`src/rtl/mem_stage_arbiter.sv`:
```
// Arbitrates the single-port data memory between the CPU Memory stage and the audio DMA engine.
// Hides the fixed memory latency and holds the pipeline via StallM while a CPU access is pending.
//
// state    | meaning
// IDLE     | memory free, arbitrate between CPU and DMA
// CPU_ACC  | CPU access in flight, beat counter 0..LAT-1
// CPU_DONE | CPU load data valid, pipeline released for one cycle
// DMA_ACC  | DMA access in flight, dma_gnt high
// DMA_DONE | dma_done pulse, DMA read data valid
module mem_stage_arbiter #(
   parameter int bits         = 32,
   parameter int LAT          = 2,
   parameter int STARVE_LIMIT = 8
) (
   input  logic            clk,
   input  logic            rst,
   input  logic            MemReqM,
   input  logic            MemWriteM,
   input  logic [bits-1:0] ALUResultM,
   input  logic [bits-1:0] WriteDataM,
   output logic [bits-1:0] ReadDataM,
   output logic            StallM,
   input  logic            dma_req,
   input  logic            dma_we,
   input  logic [bits-1:0] dma_addr,
   input  logic [bits-1:0] dma_wdata,
   output logic            dma_gnt,
   output logic [bits-1:0] dma_rdata,
   output logic            dma_done,
   output logic            mem_en,
   output logic            mem_we,
   output logic [bits-1:0] mem_addr,
   output logic [bits-1:0] mem_wdata,
   input  logic [bits-1:0] mem_rdata
);

   localparam int BW = (LAT > 1) ? $clog2(LAT) : 1;
   localparam int SW = $clog2(STARVE_LIMIT + 1);
   localparam logic [BW-1:0] BEAT_LAST = BW'(LAT - 1);
   localparam logic [SW-1:0] STARVE_MAX = SW'(STARVE_LIMIT);

   typedef enum logic [2:0] {
      S_IDLE     = 3'd0,
      S_CPU_ACC  = 3'd1,
      S_CPU_DONE = 3'd2,
      S_DMA_ACC  = 3'd3,
      S_DMA_DONE = 3'd4
   } state_t;

   state_t            state_q;
   logic [BW-1:0]     beat_q;
   logic [SW-1:0]     starve_q;
   logic [bits-1:0]   cpu_rdata_q;
   logic [bits-1:0]   dma_rdata_q;
   logic              dma_gnt_q;
   logic              dma_done_q;
   logic              mem_en_q;
   logic              mem_we_q;
   logic [bits-1:0]   mem_addr_q;
   logic [bits-1:0]   mem_wdata_q;
   logic              dma_active;
   logic              dma_first;

   assign dma_active = (state_q == S_DMA_ACC) || (state_q == S_DMA_DONE);
   // A starved DMA request outranks the CPU; otherwise the CPU goes first.
   assign dma_first  = dma_req && (starve_q == STARVE_MAX);

   always_ff @(posedge clk or negedge rst) begin
      if (!rst) begin
         state_q     <= S_IDLE;
         beat_q      <= '0;
         starve_q    <= '0;
         cpu_rdata_q <= '0;
         dma_rdata_q <= '0;
         dma_gnt_q   <= 1'b0;
         dma_done_q  <= 1'b0;
         mem_en_q    <= 1'b0;
         mem_we_q    <= 1'b0;
         mem_addr_q  <= '0;
         mem_wdata_q <= '0;
      end else begin
         dma_done_q <= 1'b0;

         if (!dma_req) begin
            starve_q <= '0;
         end else if (!dma_active && (starve_q != STARVE_MAX)) begin
            starve_q <= starve_q + SW'(1);
         end

         case (state_q)
            S_IDLE: begin
               if (dma_first || (dma_req && !MemReqM)) begin
                  state_q     <= S_DMA_ACC;
                  beat_q      <= '0;
                  starve_q    <= '0;
                  dma_gnt_q   <= 1'b1;
                  mem_en_q    <= 1'b1;
                  mem_we_q    <= dma_we;
                  mem_addr_q  <= dma_addr;
                  mem_wdata_q <= dma_wdata;
               end else if (MemReqM) begin
                  state_q     <= S_CPU_ACC;
                  beat_q      <= '0;
                  mem_en_q    <= 1'b1;
                  mem_we_q    <= MemWriteM;
                  mem_addr_q  <= ALUResultM;
                  mem_wdata_q <= WriteDataM;
               end
            end

            S_CPU_ACC: begin
               if (beat_q == BEAT_LAST) begin
                  if (!mem_we_q) begin
                     cpu_rdata_q <= mem_rdata;
                  end
                  state_q     <= S_CPU_DONE;
                  beat_q      <= '0;
                  mem_en_q    <= 1'b0;
                  mem_we_q    <= 1'b0;
                  mem_addr_q  <= '0;
                  mem_wdata_q <= '0;
               end else begin
                  beat_q <= beat_q + BW'(1);
               end
            end

            // No arbitration here so the request just served is not re-issued.
            S_CPU_DONE: state_q <= S_IDLE;

            S_DMA_ACC: begin
               if (beat_q == BEAT_LAST) begin
                  if (!mem_we_q) begin
                     dma_rdata_q <= mem_rdata;
                  end
                  state_q     <= S_DMA_DONE;
                  beat_q      <= '0;
                  dma_gnt_q   <= 1'b0;
                  dma_done_q  <= 1'b1;
                  mem_en_q    <= 1'b0;
                  mem_we_q    <= 1'b0;
                  mem_addr_q  <= '0;
                  mem_wdata_q <= '0;
               end else begin
                  beat_q <= beat_q + BW'(1);
               end
            end

            S_DMA_DONE: state_q <= S_IDLE;

            default: begin
               state_q   <= S_IDLE;
               beat_q    <= '0;
               dma_gnt_q <= 1'b0;
               mem_en_q  <= 1'b0;
               mem_we_q  <= 1'b0;
            end
         endcase
      end
   end

   assign StallM    = rst & MemReqM & (state_q != S_CPU_DONE);
   assign ReadDataM = cpu_rdata_q;
   assign dma_rdata = dma_rdata_q;
   assign dma_gnt   = dma_gnt_q;
   assign dma_done  = dma_done_q;
   assign mem_en    = mem_en_q;
   assign mem_we    = mem_we_q;
   assign mem_addr  = mem_addr_q;
   assign mem_wdata = mem_wdata_q;

endmodule

```
`config.mk`:
```
export PLATFORM = sky130hd
export DESIGN_NAME = mem_stage_arbiter
export DESIGN_NICKNAME = d
export VERILOG_FILES = /design/src/rtl/mem_stage_arbiter.sv
export SDC_FILE = /design/constraint.sdc
export NUM_CORES = 1
export LEC_CHECK = 0
export ABC_AREA = 1
export CAP_MARGIN = 20
export CORE_MARGIN = 2
export CORE_UTILIZATION = 35
export DETAILED_ROUTE_END_ITERATION = 16
export GPL_ROUTABILITY_DRIVEN = 0
export HOLD_SLACK_MARGIN = 0.15
export PLACE_DENSITY = 0.78
export SKIP_CTS_REPAIR_TIMING = 1
export SLEW_MARGIN = 30
export SYNTH_ARGS = -nofsm -noshare
export SYNTH_HDL_FRONTEND = slang
export SYNTH_SLANG_ARGS = --single-unit
```
`constraint.sdc`:
```
create_clock -name clk -period 2 [get_ports clk]
set_input_delay 0.6 -clock clk [delete_from_list [all_inputs] [get_ports clk]]
set_output_delay 0.6 -clock clk [all_outputs]
set_load 0.005 [all_outputs]
```
Word level (Yosys, flattened, before mapping):

Index checks and enable logic that the tools add are counted.

* register bits after elaboration: 140
* logic and storage cells: 80

* add/subtract/negate cells: 2
* reduce and logical (&&, ||, !) cells: 19
* bitwise logic cells: 5
* muxes and demuxes: 31
* eq/ne operators: 12

Operators with widths (count)
* two-way mux 32 bit: 5
* case mux 32 bit (2 select lines): 2
* AND reduction 3 bit: 6
* two-way mux 4 bit: 4
* two-way mux 3 bit: 4
* case mux 1 bit (3 select lines): 4
* two-way mux 1 bit: 11
* case mux 3 bit (3 select lines): 1
* == test 3 x 2 -> 1 bit (second input constant): 2
* inequality test 2 bit (second input constant): 3
* adder 4 x 1 -> 4 bit (second input constant): 1
* == test 4 bit (second input constant): 1
* inequality test 4 bit (second input constant): 1
* OR reduction 2 bit: 2
* == test 3 x 1 -> 1 bit (second input constant): 1
* == test 3 bit (second input constant): 1
* logical AND 1 bit: 3
* logical NOT 3 bit: 1
* inequality test 3 x 2 -> 1 bit (second input constant): 1
* inequality test 3 bit (second input constant): 1
* NOT 1 bit: 3
* OR reduction 3 bit: 1
* bitwise AND 1 bit: 2
* logical NOT 1 bit: 2
* 5 further kinds: 6

Longest topological paths before layout:

* depth after elaboration: 8
* depth in mapped cells: 10

Worst setup path after synthesis:

OpenSTA, ideal clock, no wires.

* path kind: input to register
* start point: in dma_req
* end point: reg mem_addr_q[11], in the netlist mem_addr[11]
* library setup time: 0.118 ns
* setup slack: 0.385 ns
* data arrival time: 1.497 ns
* buffers on the path: 3
* cell stages on the path: 9
* cell sequence: buf_2 nor2_2 nand3_2 inv_2 nor2_8 buf_8 buf_6 nand3_1 nand2_1

* word-level cells in the longest chain between the ends: 4
* elaborated cells on any way between the ends: 7
* those cells by class: eq/ne (1); mux (2); reduce/logical (4)

Ends and longest elaborated chain
* start: declaration: RTL line 23 `input logic dma_req,`
* logical AND 1 bit, on equally long branches: RTL line 66, 92
* logical OR 1 bit (*): RTL line 92 `if (dma_first || (dma_req && !MemReqM)) begin`
* inequality test 3 bit (no line) / two-way mux 32 bit (equally long branches)
* AND reduction 3 bit (no line) / case mux 32 bit (2 select lines) (equally long branches)
* end signal: assignment: RTL line 99 `mem_addr_q <= dma_addr;`
* end signal: assignment: RTL line 106 `mem_addr_q <= ALUResultM;`
* end: declaration: RTL line 59 `logic [bits-1:0] mem_addr_q;`

Every way passes the cells marked *; elsewhere a longest branch is shown, timed or not.
A chain may end at the register's enable or synchronous reset.

Worst setup path after layout:

* start point: reg mem_wdata_q[27], in the netlist mem_wdata[27]
* end point: out mem_wdata[27]

RTL lines
* start: declaration: RTL line 60 `logic [bits-1:0] mem_wdata_q;`
* start signal: assignment: RTL line 100 `mem_wdata_q <= dma_wdata;`
* start signal: assignment: RTL line 107 `mem_wdata_q <= WriteDataM;`
* end: declaration: RTL line 33 `output logic [bits-1:0] mem_wdata,`

No word-level cell between the ends.

==> impl_results.html <==
<table>
<tr><th>Metric</th><th>Value</th></tr>
<tr><th colspan="2">Worst setup path</th></tr>
<tr><td>Slowest stage delay, CP</td><td>590 ps</td></tr>
<tr><td>Cell depth of the worst setup path</td><td>1</td></tr>
<tr><td>Launch instance of the worst register-to-register path</td><td>state_q[2]$_DFFE_PN0P_</td></tr>
<tr><td>Highest-delay cell along the critical path</td><td>sky130_fd_sc_hd__clkdlybuf4s50_1</td></tr>
<tr><td>Crit path buffers/inverters</td><td>1</td></tr>
<tr><td>Flop-to-flop setup slack</td><td>220 ps</td></tr>
<tr><td>Top delay family on crit path</td><td>buffers and inverters</td></tr>
<tr><td>Depth of the most critical reg-to-reg path</td><td>7</td></tr>
<tr><td>Critical path type</td><td>register to output pin</td></tr>
<tr><td>Worst setup path end</td><td>mem_wdata[27]</td></tr>
<tr><td>Critical path origin</td><td>mem_wdata[27]$_DFFE_PN0P_</td></tr>
<tr><td>Worst-path fanout max</td><td>2</td></tr>
<tr><td>Type of element capturing the critical path</td><td>output pin</td></tr>
<tr><td>Critical path, cell by cell</td><td>clkdlybuf4s50_1</td></tr>
<tr><td>Data arrival at the endpoint of the critical path</td><td>1350 ps</td></tr>
<tr><td>Endpoint of the lowest-slack register-to-register path</td><td>ReadDataM[16]$_DFFE_PN0P_</td></tr>
<tr><td>Required arrival time at the worst endpoint</td><td>1400 ps</td></tr>
<tr><td>Nature of the critical path startpoint</td><td>register</td></tr>
<tr><th colspan="2">Run</th></tr>
<tr><td>Max-capacitance violation count</td><td>0</td></tr>
<tr><th colspan="2">STA</th></tr>
<tr><td>Final-layout setup total negative slack</td><td>0 ps</td></tr>
<tr><td>RSZ-0062 raised after global routing</td><td>no</td></tr>
<tr><td>Final worst path period share</td><td>~100%</td></tr>
<tr><td>FMAX</td><td>0.513 GHz</td></tr>
<tr><td>Slew headroom</td><td>59.9%</td></tr>
<tr><td>Setup clock skew after layout</td><td>~11 ps</td></tr>
<tr><td>Shortest clock period the worst path allows after layout</td><td>1950 ps</td></tr>
<tr><td>Final max-slew violation count</td><td>0</td></tr>
<tr><td>Final setup vio count</td><td>0</td></tr>
<tr><td>Hold Fails Final Rpt</td><td>0</td></tr>
<tr><td>Worst Hold Margin</td><td>between 200 and 300 ps</td></tr>
<tr><td>Slew at the pin with the worst max-slew slack</td><td>around 600 ps</td></tr>
<tr><th colspan="2">Global routing</th></tr>
<tr><td>Routing usage on met3</td><td>6.40%</td></tr>
<tr><td>Most congested layer reported by global routing</td><td>met2</td></tr>
<tr><td>Total global routing track utilization</td><td>20.4%</td></tr>
<tr><td>Wire length of the first global-routing pass</td><td>33000 um</td></tr>
<tr><td>Maximum number of pins on one net before global-route repair</td><td>109</td></tr>
<tr><td>Met2 capacity usage during global routing</td><td>33.3%</td></tr>
<tr><td>Overflow after GRT</td><td>0</td></tr>
<tr><td>Number of antenna violations at the first check in global routing</td><td>0</td></tr>
<tr><td>Routing usage on met1</td><td>25.5%</td></tr>
<tr><td>Number of global-route vias before repair</td><td>6366</td></tr>
<tr><th colspan="2">Clocking</th></tr>
<tr><td>H-tree depth</td><td>4</td></tr>
<tr><td>Clock Sinks</td><td>140</td></tr>
<tr><td>Root buf cell</td><td>sky130_fd_sc_hd__clkbuf_16</td></tr>
<tr><td>Maximum count of clock buffers along a single path</td><td>2</td></tr>
<tr><td>Clock-pin transition on the worst setup and hold timing paths</td><td>70 ps</td></tr>
<tr><td>TritonCTS clock tree</td><td>done</td></tr>
<tr><td>Number of buffers created by CTS</td><td>17</td></tr>
<tr><td>Clk_lat worst skew</td><td>between 400 and 500 ps</td></tr>
<tr><th colspan="2">Floorplanning</th></tr>
<tr><td>Number of top-level pins</td><td>299</td></tr>
<tr><td>Initial Utilization</td><td>35.3%</td></tr>
<tr><td>Core Footprint</td><td>0.0193 mm^2</td></tr>
<tr><td>Die X</td><td>143 um</td></tr>
<tr><td>Standard-cell rows</td><td>51</td></tr>
<tr><td>Chip height</td><td>approximately 140 um</td></tr>
<tr><td>Die ar.</td><td>0.0206 mm^2</td></tr>
<tr><th colspan="2">Power and ir drop</th></tr>
<tr><td>Worst voltage drop across the vdd grid</td><td>0.843 mV</td></tr>
<tr><td>Power density normalized to cell area</td><td>1400 mW/mm^2</td></tr>
<tr><td>Leak pwr</td><td>5.20 nW</td></tr>
<tr><th colspan="2">Finish</th></tr>
<tr><td>Share of post-route cells with drive strength above 1</td><td>9.73%</td></tr>
<tr><td>Sequential cell area in the final layout</td><td>between 0.003 and 0.004 mm^2</td></tr>
<tr><td>Count of antenna diodes in the layout</td><td>0</td></tr>
<tr><td>Post-layout util</td><td>a little under three fifths</td></tr>
<tr><td>Fill cell total of the finished layout</td><td>1776</td></tr>
<tr><td>Area of combinational cells with multiple inputs</td><td>0.00279 mm^2</td></tr>
<tr><td>Synth-to-layout area growth</td><td>57.1%</td></tr>
<tr><td>Layout Nets</td><td>1285</td></tr>
<tr><th colspan="2">Synthesis</th></tr>
<tr><td>Area of the mapped netlist</td><td>0.00681 mm^2</td></tr>
<tr><td>Proportion of synthesized chip area in sequential cells</td><td>51.5%</td></tr>
<tr><td>Number of distinct library cells after synthesis</td><td>26</td></tr>
<tr><td>Primary FF master, synth</td><td>sky130_fd_sc_hd__dfrtp_1</td></tr>
<tr><td>Total nets after synthesis</td><td>1003</td></tr>
<tr><td>Number of instances in the synthesized netlist</td><td>835</td></tr>
<tr><td>Synthesized flop and latch total</td><td>140</td></tr>
<tr><td>Count of flip-flops with a built-in enable after synthesis</td><td>0</td></tr>
<tr><td>Share of async-settable or async-resettable flops after synthesis</td><td>between 90% and 100%</td></tr>
<tr><td>Post-Synthesis Mean Instance Area</td><td>a little over 8 um^2</td></tr>
<tr><td>Ys Warns</td><td>0</td></tr>
<tr><th colspan="2">Route</th></tr>
<tr><td>Wirelength, routed</td><td>21600 um</td></tr>
<tr><td>Total number of vias</td><td>about 6700</td></tr>
<tr><td>Routed length per instance</td><td>15.5 um</td></tr>
<tr><td># DRC</td><td>0</td></tr>
<tr><td>Detailed router's first-iteration violation count</td><td>376</td></tr>
<tr><td>Routed via count divided by cell count</td><td>roughly 4.8</td></tr>
<tr><td>Pre-antenna DRT Iters</td><td>5</td></tr>
<tr><td>Post-route antenna net violation count</td><td>0</td></tr>
<tr><th colspan="2">Placement</th></tr>
<tr><td>HPWL after DPL</td><td>15100 um</td></tr>
<tr><td>Number of buffers inserted by port buffering</td><td>298</td></tr>
<tr><th colspan="2">Status</th></tr>
<tr><td>Run status</td><td>complete, no violations</td></tr>
<tr><th colspan="2">Worst hold path</th></tr>
<tr><td>Hold/Removal Path Class</td><td>input port to async pin</td></tr>
</table>
report_power, final:
part           internal, mW  total [mW]  leakage, nW  switching, mW
clock network          1.79        3.18        0.293           1.40
registers              4.07        4.79         1.77          0.714
logic                  3.55        7.05         3.14           3.49
total                  9.42        15.0         5.20           5.60
routing by layer:
metal	vias up	share of wire, %
met2	270	47
met4	0	1.9
met3	22	9.8
met5	-	0
met1	3177	41
li1	3267	-
worst min path at each step:
stage / endpoint / startpoint / cells past startpoint
3_3_place_gp: mem_wdata[3]$_DFFE_PN0P_ / mem_wdata[3]$_DFFE_PN0P_ / 2
4_1_cts: mem_addr[2]$_DFFE_PN0P_ / rst / 2
2_1_floorplan: ReadDataM[0]$_DFFE_PN0P_ / rst / 0
5_1_grt: ReadDataM[8]$_DFFE_PN0P_ / rst / 2
6_report: ReadDataM[8]$_DFFE_PN0P_ / rst / 2
3_5_place_dp: mem_wdata[26]$_DFFE_PN0P_ / mem_wdata[26]$_DFFE_PN0P_ / 2
cell type report:
cell class	count	share of cell area (%)
multi-input combinational	586	26.1
clock buffer	17	3.98
timing repair buffer	324	30.8
clock inverter	15	1.61
sequential	140	32.8
tap	265	3.10
inverter	48	1.71
sequential cells by signal (all words and copies together) (netlist names), 3 cells and up:
| signal | count |
|---|---|
| ReadDataM | 32 |
| dma_rdata | 32 |
| mem_addr | 32 |
| mem_wdata | 32 |
| starve_q | 4 |
| state_q | 3 |
cell usage after synthesis (2+ instances only):
library cell / number / share of area [%]
sky130_fd_sc_hd__buf_12: 3 / 0.88
sky130_fd_sc_hd__dfrtp_1: 140 / 51
sky130_fd_sc_hd__buf_6: 2 / 0.33
sky130_fd_sc_hd__nand3_2: 31 / 4.6
sky130_fd_sc_hd__o21ai_1: 6 / 0.44
sky130_fd_sc_hd__buf_4: 2 / 0.22
sky130_fd_sc_hd__nand2_2: 4 / 0.37
sky130_fd_sc_hd__clkbuf_1: 13 / 0.72
sky130_fd_sc_hd__ha_1: 2 / 0.37
sky130_fd_sc_hd__inv_2: 3 / 0.17
sky130_fd_sc_hd__nor2_2: 3 / 0.28
sky130_fd_sc_hd__nand3_1: 171 / 13
sky130_fd_sc_hd__nor2_1: 9 / 0.50
sky130_fd_sc_hd__o21ai_0: 62 / 4.6
sky130_fd_sc_hd__a21oi_1: 4 / 0.29
sky130_fd_sc_hd__inv_1: 44 / 2.4
sky130_fd_sc_hd__nand2_1: 289 / 16
sky130_fd_sc_hd__buf_1: 2 / 0.11
sky130_fd_sc_hd__buf_2: 38 / 2.8
per-stage QoR:
step / cell area [um^2] / power, mW / std cells / worst slack (ps)
3_3_place_gp: 10100 / 11.7 / 1360 / -326
4_1_cts: 10700 / 15.2 / 1392 / -390
6_report: 10700 / 15.0 / 1395 / 50.0
2_1_floorplan: 6810 / 8.21 / 835 / 385
5_1_grt: 10700 / 16.1 / 1395 / 0.0143
3_5_place_dp: 10100 / 11.8 / 1360 / -311
kinds of logic after synthesis:
| kind of cell | after synthesis | share of synthesized area (%) |
|---|---|---|
| DFF | 140 | 51.5 |
| adders and majority gates | 2 | 0.367 |
| xor gates and xnor gates | 2 | 0.257 |
| and+or+nand+nor | 510 | 34.7 |
| AOI/OAI and AO/OA | 72 | 5.29 |
| buffers and inverters | 109 | 7.96 |
placed cells by master, fill, tap and decap left out, drive strengths merged:
master | Yosys | layout
clkinv | 0 | 3
a21oi | 4 | 4
and3 | 1 | 1
clkinvlp | 0 | 1
ha | 2 | 2
inv | 48 | 58
dfrtp | 140 | 140
clkbuf | 13 | 17
xor2 | 1 | 1
nor2 | 13 | 13
bufinv | 0 | 1
dlymetal6s2s | 0 | 1
o21ai | 68 | 68
nand2 | 293 | 293
nand3 | 202 | 202
clkdlybuf4s50 | 0 | 295
xnor2 | 1 | 1
nand4 | 1 | 1
buf | 48 | 28
(Power assumes the default switching activity.)
